[config.mk]
export PLATFORM = sky130hd
export DESIGN_NAME = nibble_link_responder
export DESIGN_NICKNAME = d
export VERILOG_FILES = /design/src/rtl/nibble_link_responder.sv
export SDC_FILE = /design/constraint.sdc
export NUM_CORES = 1
export LEC_CHECK = 0
export ABC_AREA = 1
export ABC_CLOCK_PERIOD_IN_PS = 2900
export CAP_MARGIN = 30
export CORE_AREA = 2 2 143 145
export DETAILED_ROUTE_END_ITERATION = 6
export DIE_AREA = 0 0 145 147
export GPL_ROUTABILITY_DRIVEN = 0
export PLACE_DENSITY = 0.49
export SYNTH_ARGS = -nofsm -noshare
export SYNTH_HDL_FRONTEND = slang
export SYNTH_SLANG_ARGS = --single-unit
export TNS_END_PERCENT = 50
[constraint.sdc]
create_clock -name clk_i -period 2.9 [get_ports clk_i]
set_input_delay 0.58 -clock clk_i [delete_from_list [all_inputs] [get_ports clk_i]]
set_output_delay 0.58 -clock clk_i [all_outputs]
set_load 0.01 [all_outputs]
[src/rtl/nibble_link_responder.sv]
// Far end of the 4-bit nibble link: reassembles serialized memory requests,
// issues them on a single-port SRAM interface and streams read data back.
module nibble_link_responder #(
    parameter int unsigned AddrWidth    = 32,
    parameter int unsigned CommitCycles = 1
) (
    input  logic                 clk_i,
    input  logic                 rst_i,
    input  logic [3:0]           req_nibble_i,
    input  logic [7:0]           req_addr_i,
    input  logic                 req_write_i,
    input  logic                 req_strb_i,
    input  logic                 req_valid_i,
    output logic                 req_ready_o,
    output logic [3:0]           rsp_nibble_o,
    output logic                 rsp_last_o,
    output logic                 rsp_valid_o,
    input  logic                 rsp_ready_i,
    output logic                 mem_req_o,
    input  logic                 mem_gnt_i,
    output logic [AddrWidth-1:0] mem_addr_o,
    output logic                 mem_we_o,
    output logic [3:0]           mem_be_o,
    output logic [31:0]          mem_wdata_o,
    input  logic                 mem_rvalid_i,
    input  logic [31:0]          mem_rdata_i
);

    typedef enum logic [2:0] {
        IDLE       = 3'd0,
        WR_COLLECT = 3'd1,
        MEM_REQ    = 3'd2,
        MEM_WAIT   = 3'd3,
        RSP_SEND   = 3'd4,
        RSP_COMMIT = 3'd5
    } state_e;

    localparam logic [1:0] CommitLast = 2'(CommitCycles - 1);

    // A byte is enabled when either of its two nibble strobes was set.
    function automatic logic [3:0] strb_to_be(input logic [7:0] strb);
        logic [3:0] be;
        for (int k = 0; k < 4; k++) begin
            be[k] = strb[2*k] | strb[2*k+1];
        end
        return be;
    endfunction

    state_e      state_q, state_d;
    logic [7:0]  addr_q, addr_d;
    logic        we_q, we_d;
    logic [31:0] wdata_q, wdata_d;
    logic [7:0]  strb_q, strb_d;
    logic [2:0]  cnt_q, cnt_d;
    logic [31:0] shift_q, shift_d;
    logic [1:0]  commit_q, commit_d;

    // State register with synchronous reset.
    always_ff @(posedge clk_i) begin
        if (rst_i) begin
            state_q  <= IDLE;
            addr_q   <= 8'h00;
            we_q     <= 1'b0;
            wdata_q  <= 32'h0000_0000;
            strb_q   <= 8'h00;
            cnt_q    <= 3'd0;
            shift_q  <= 32'h0000_0000;
            commit_q <= 2'd0;
        end else begin
            state_q  <= state_d;
            addr_q   <= addr_d;
            we_q     <= we_d;
            wdata_q  <= wdata_d;
            strb_q   <= strb_d;
            cnt_q    <= cnt_d;
            shift_q  <= shift_d;
            commit_q <= commit_d;
        end
    end

    // Next-state and datapath update.
    always_comb begin
        state_d  = state_q;
        addr_d   = addr_q;
        we_d     = we_q;
        wdata_d  = wdata_q;
        strb_d   = strb_q;
        cnt_d    = cnt_q;
        shift_d  = shift_q;
        commit_d = commit_q;
        case (state_q)
            IDLE: begin
                if (req_valid_i) begin
                    addr_d = req_addr_i;
                    we_d   = req_write_i;
                    if (req_write_i) begin
                        wdata_d = {28'h000_0000, req_nibble_i};
                        strb_d  = {7'h00, req_strb_i};
                        cnt_d   = 3'd1;
                        state_d = WR_COLLECT;
                    end else begin
                        state_d = MEM_REQ;
                    end
                end else begin
                    state_d = IDLE;
                end
            end
            WR_COLLECT: begin
                if (req_valid_i) begin
                    wdata_d[{cnt_q, 2'b00} +: 4] = req_nibble_i;
                    strb_d[cnt_q]                = req_strb_i;
                    cnt_d                        = cnt_q + 3'd1;
                    if (cnt_q == 3'd7) begin
                        state_d = MEM_REQ;
                    end else begin
                        state_d = WR_COLLECT;
                    end
                end else begin
                    state_d = WR_COLLECT;
                end
            end
            MEM_REQ: begin
                if (mem_gnt_i) begin
                    state_d = we_q ? IDLE : MEM_WAIT;
                end else begin
                    state_d = MEM_REQ;
                end
            end
            MEM_WAIT: begin
                if (mem_rvalid_i) begin
                    shift_d = mem_rdata_i;
                    cnt_d   = 3'd0;
                    state_d = RSP_SEND;
                end else begin
                    state_d = MEM_WAIT;
                end
            end
            RSP_SEND: begin
                if (rsp_ready_i) begin
                    shift_d = {shift_q[27:0], 4'h0};
                    cnt_d   = cnt_q + 3'd1;
                    if (cnt_q == 3'd7) begin
                        commit_d = 2'd0;
                        state_d  = RSP_COMMIT;
                    end else begin
                        state_d = RSP_SEND;
                    end
                end else begin
                    state_d = RSP_SEND;
                end
            end
            RSP_COMMIT: begin
                // The core acknowledges the commit beat silently, so rsp_ready_i is not consulted.
                if (commit_q == CommitLast) begin
                    state_d = IDLE;
                end else begin
                    commit_d = commit_q + 2'd1;
                    state_d  = RSP_COMMIT;
                end
            end
            default: begin
                state_d = IDLE;
            end
        endcase
    end

    // Output decode; outputs depend only on registered state.
    always_comb begin
        req_ready_o  = 1'b0;
        rsp_valid_o  = 1'b0;
        rsp_nibble_o = 4'h0;
        rsp_last_o   = 1'b0;
        mem_req_o    = 1'b0;
        mem_we_o     = 1'b0;
        mem_be_o     = 4'h0;
        mem_wdata_o  = 32'h0000_0000;
        mem_addr_o   = {AddrWidth{1'b0}};
        mem_addr_o[9:0] = {addr_q, 2'b00};
        case (state_q)
            IDLE, WR_COLLECT: begin
                req_ready_o = 1'b1;
            end
            MEM_REQ: begin
                mem_req_o = 1'b1;
                mem_we_o  = we_q;
                if (we_q) begin
                    mem_be_o    = strb_to_be(strb_q);
                    mem_wdata_o = wdata_q;
                end else begin
                    mem_be_o    = 4'hF;
                    mem_wdata_o = 32'h0000_0000;
                end
            end
            RSP_SEND: begin
                rsp_valid_o  = 1'b1;
                rsp_nibble_o = shift_q[31:28];
                rsp_last_o   = (cnt_q == 3'd7);
            end
            RSP_COMMIT: begin
                rsp_valid_o = 1'b1;
            end
            default: begin
                req_ready_o = 1'b0;
            end
        endcase
    end

endmodule

---- Yosys cells after proc, flatten, opt, wreduce, memory -nomap -nowiden ----
Cells that the tools add are included.
storage, ports and cells
  bits in registers ....................... 89
  output and inout port bits .............. 77
  input port bits ......................... 52
cells by class
  $add $sub $neg .......................... 3
  bitwise operators ....................... 4
  shift operators ......................... 2
  reductions and logical operators ........ 14
  muxes and demuxes ....................... 46
  magnitude comparators ................... 2
  equal/unequal tests ..................... 13
operator list
  cell                      number
  $mux W32                  7
  $pmux W32 S2              2
  $bwmux W32                1
  $shift A4 B7 Y32 const A  1
  $shiftx A4 B7 Y32         1
  $mux W3                   10
  $mux W8                   3
  $pmux W3 S6               1
  $pmux W8 S2               1
  $mux W2                   7
  $ne A2 B2 Y1 const B      7
  $mux W4                   3
  $pmux W3 S4               1
  $eq A3 B3 Y1 const B      3
  $bwmux W8                 1
  $reduce_and A4 Y1         2
  $mux W1                   7
  $neg A5 Y7                1
  $eq A3 B2 Y1 const B      2
  $reduce_and A6 Y1         1
  $reduce_bool A2 Y1        3
  $lt A3 B4 Y1 const B      1
  $or A1 B1 Y1              4
  $pmux W2 S2               1
  other kinds (12)          13

---- Depth between registers and ports, before layout ----
Gate-level depths: netlist (run 1).
  word-level depth ........................ 7
  mapped depth ............................ 13
  mapped depth without buffers ............ 12

---- Worst setup path after synthesis (run 1) ----
OpenSTA, ideal clock, no wires.
  path kind ............................... flip-flop to flip-flop
  start point ............................. reg cnt_q[0]
  end point ............................... reg wdata_q[0]
  buffers on the path ..................... 2
  slack ................................... 0.876 ns
  arrival time ............................ 1.960 ns
  stages on the path, launching flop included .. 12
  setup time .............................. 0.064 ns
  data required time ...................... 2.836 ns
  cell sequence ........................... dfxtp_1 buf_4 inv_2 ha_1 ha_1 clkbuf_1 nand3b_1 o21ai_1 inv_1 nor2_1 nor2_1 nor2_1
on the way
  cells in the longest elaborated chain, start to end .. 5
  elaborated cells between the ends (all ways) .. 6
  those cells by class .................... add/sub (1); shift (2); mux (3)
ends and longest elaborated chain
  what                                                          line  source
  start: declaration                                            54    logic [2:0] cnt_q, cnt_d;
  start signal: assignment                                      75    cnt_q <= cnt_d;
  $neg A5 Y7 (*)                                                110   wdata_d[{cnt_q, 2'b00} +: 4] = req_nibble_i;
  $shiftx A4 B7 Y32 / $shift A4 B7 Y32 (equally long branches)  110
  $bwmux W32 (*)                                                110
  $mux W32 (*)                                                  109   if (req_valid_i) begin
  $pmux W32 S2 (*)                                              91    case (state_q)
  end signal: assignment                                        73    wdata_q <= wdata_d;
  end: declaration                                              52    logic [31:0] wdata_q, wdata_d;
Every way passes the cells marked *; elsewhere a longest branch is shown, timed or not. The select of a mux whose other input is x is not followed.
A chain may end at the register's enable or synchronous reset.

---- Worst setup path in the final report (run 1) ----
  start point ............................. reg cnt_q[1]
  end point ............................... out rsp_last_o
on the way
  cells in the longest elaborated chain, start to end .. 2
ends and longest elaborated chain
  what              line  source
  $eq A3 B3 Y1      197   rsp_last_o = (cnt_q == 3'd7);
  $mux W1           179   case (state_q)
  end: declaration  16    output logic rsp_last_o,
Every way passes these cells.

==> qor.yml, run 1 <==
run_status:
  result_of_the_run: "completed"
clock_network:
  register_clock_pin_slew_on_the_reported_worst_setup_and_hold_paths_ns: 0.07
  clockBufferDepth: 2
  cts_inserted_buffers: 9
  ctsRootBufferMaster: "clkbuf_16"
  post_cts_buffers: 0
  tritoncts: "yes"
  tritoncts_num_sinks: 89
  h_tree_levels: 3
  clock_insertion_delay_worst_skew_ns: 0.35
  ctsHoldBuffers: 0
place:
  placed_cells_incl_taps: 1138
  hpwlAfterDp_mm: 10.4
  io_buffer_count: 104
  placed_area_um2: 6230
  pre_cts_ws_ns: 0.465
drt:
  via_count: 4997
  detail_route.wl_per_cell_um: 12.7
  initialDrtViolationCount: 254
  vias_per_cell: 4.33
  initial_drt_pass_iterations: 4
  drt.antenna.violating_nets: 0
  drc_errors: 0
  postRouteWirelength_mm: 14.7
finish:
  multi_input_area_um2: 2720
  layout.core_utilization_pct: 33.0
  diodes: 0
  layout_fillers: 2254
  final_net_count: 939
  drive_above_1_share_pct: 6.90
  finalNonFillerCells: 1154
  seqCellArea_um2: 1780
  layout.cell_area.non_filler_um2: 6560
  flow.area_growth_from_synthesis_pct: 28.9
timing:
  setup_viol: 0
  post-route-worst-setup-slack_ns: 0.238
  timing_max_transition_violations_final: 0
  fin_crit_ns: 2.66
  tightestPinTransition_ns: 0.650
  setup_repair_after_global_routing_missed_its_margin: "false"
  final_hold_viol_count: 0
  max-slew-margin-rel_pct: 56.5
  post-route-period-util_pct: 91.8
  fmaxAchievable_ghz: 0.376
  final.setup_skew_ns: 0.00626
  final.setup.tns_ns: 0
setup_path:
  path_cells: "ha_1 > ha_1 > inv_1 > nor2_1 > clkdlybuf4s50_1"
  crit-reg2reg-launch: "cnt_q[0]"
  worstRegToRegCells: 10
  crit_arrival_ns: 2.08
  reg2reg_slack_ns: 0.51
  rr_endpoint: "wdata_q[2]"
  critPathLaunchType: "flop"
  critPathRequiredTime_ns: 2.32
  critical_path.max_stage_delay_ns: 0.58
  worst_path_max_delay_cell: "clkdlybuf4s50_1"
  crit_path_max_fanout: 9
  crit_path_frequent_cell: "ha_1"
  cp-end-kind: "output pin"
  timing.setup.critical_path_class: "reg2out"
  crit_start: "cnt_q[1]"
power_and_ir_drop:
  internal_power_mw: 2.34
  power.density_nw_per_um2: 528
  pwr-share-seq_pct: 38.4
  p_clk_share_pct: 37.2
  worst_ir_drop_vdd_uv: 322
  p_leak_nw: 2.59
  switching_share_pct: 32.4
  net-switching-power_mw: 1.12
  combinationalPowerShare_pct: 24.4
logic_synthesis:
  postSynthRegisterBits: 89
  syn-instance-count: 796
  ys.flop_type: "dfxtp_1"
  synth_simple_gate_area_share_pct: 38.3
  post_synth_xor_area_fraction_pct: 0
  post_synth_instance_area_um2: 5080
  synthArstFlopShare_pct: 0
  ys_top_cells_by_area: "dfxtp_1, nand2_1, nor2_1, nand3_1, a21oi_1"
  yosys-mux-area-fraction_pct: 0
  most_numerous_cell_in_the_yosys_netlist: "nand2_1"
  synthTopCellsByCount: "nand2_1, nor2_1, dfxtp_1"
  yosys.area.top_type: "dfxtp_1"
  synthesis.area_per_instance_um2: 6.39
  synthDistinctLibCells: 29
  synth.yosys.seq_area_share_pct: 35.0
  synth_top_family_by_area: "simple AND/OR/NAND/NOR gates"
  yosysWarningCount: 0
  synth_edf_count: 0
  synth-compound-area-share_pct: 11.5
  post-synth-top-area-fraction_pct: 35.0
  post_synth_fa_ha_maj_area_fraction_pct: 1.97
global_route:
  grt_first_pass_wirelength_mm: 23.8
  overall_fraction_of_global_route_tracks_in_use_pct: 13.9
  first_global_vias: 4591
  grt_start_max_net_pins: 43
  grt_overflow_total: 0
  number_of_antenna_violations_at_the_first_check_in_global_routing: 0
floorplan:
  die_width_um: 145
  initial_utilization_pct: 25.6
  core_um2: 19800
  boundary_pins: 129
  die-area_um2: 21300
  chipHeight_um: 147
  core.rowCount: 52
worst_hold_path:
  whs_path_depth: 2
  hp-class: "reg2reg"
  holdPathEnd: "addr_q[5]"
  holdCritStartpoint: "addr_q[5]"
flow_run:
  maxCapViolations: 0
## worst max path at each step
stage	cells after the start	endpoint
final	5	rsp_last_o
after global routing	7	mem_wdata_o[16]
after CTS	7	mem_wdata_o[16]
after detailed placement	8	wdata_q[29]
after global placement	10	wdata_q[0]
after floorplan	11	wdata_q[0]
## cell type report
class                   count  area share [%]
clock buffers               9            3.44
clock inverters             7            1.43
inverters                  59            3.42
multi-input cells         599            41.5
flip-flops and latches     89            27.2
well taps                 270            5.15
repair buffers            121            17.8
## cells by family after synthesis
| group | after synthesis |
|---|---|
| other | 1 |
| DFF | 89 |
| buffers and inverters | 131 |
| adders and majority gates | 8 |
| and+or+nand+nor | 451 |
| AOI/OAI and AO/OA | 116 |
## worst max-delay path, delay by kind of cell (launching register included)
family / cells / cell delay [ns]
adders and majority gates: 2 / 0.47
buffers and inverters: 2 / 0.64
DFF: 1 / 0.48
and+or+nand+nor: 1 / 0.14
## flip-flops by register name (all words and copies together) (netlist names)
| register | cells |
|---|---|
| state_q | 3 |
| wdata_q | 32 |
| cnt_q | 3 |
| addr_q | 8 |
| we_q | 1 |
| shift_q | 32 |
| strb_q | 8 |
| commit_q | 2 |
## cell usage in the layout, fill, tap and decap left out, types with 2 or more instances in the layout
cell type,n
inv_1,53
ha_1,8
nand3_1,78
nor2_2,2
nor2_4,3
o21ai_0,20
o21ai_1,17
conb_1,24
nand3b_1,6
nand2_2,5
clkbuf_16,9
nor2_1,119
clkinv_2,2
bufinv_16,2
dfxtp_1,88
clkinvlp_4,2
nand4_1,7
inv_2,5
clkdlybuf4s50_1,104
nand3_2,9
nand2_1,212
nor3_1,8
buf_4,17
a21oi_1,76
## routing by layer
metal | vias up | wire (um) | GRT usage, %
met5 | - | 0 | 0
met1 | 2233 | 7020 | 18.2
met4 | 0 | 148 | 3.27
met2 | 90 | 6870 | 23.0
met3 | 9 | 625 | 3.70
li1 | 2665 | - | -
## through the flow
stage | hold WS (ns) | power [mW]
2_1_floorplan | 0.439 | 1.97
3_3_place_gp | 0.435 | 2.22
3_5_place_dp | 0.439 | 2.21
4_1_cts | 0.450 | 3.51
5_1_grt | 0.471 | 3.65
6_report | 0.445 | 3.46
## repair_timing
action	in CTS	in global routing
hold endpoints to repair	0	0
resized for setup	0	1
setup endpoints to repair	0	1
## power groups by stage
stage	registers [mW]	clock network (mW)	logic [mW]
2_1_floorplan	1.35	0	0.613
3_3_place_gp	1.36	0	0.859
3_5_place_dp	1.36	0	0.854
4_1_cts	1.33	1.32	0.857
5_1_grt	1.34	1.36	0.958
6_report	1.33	1.29	0.843
No activity file was read; power rests on OpenSTA's default activity.
==> run 2: changes to the inputs <==
Settings changed: SKIP_CTS_REPAIR_TIMING set to 1.
==> results of run 2 <==
Final layout, timing and power as in run 1 (identical DEF).
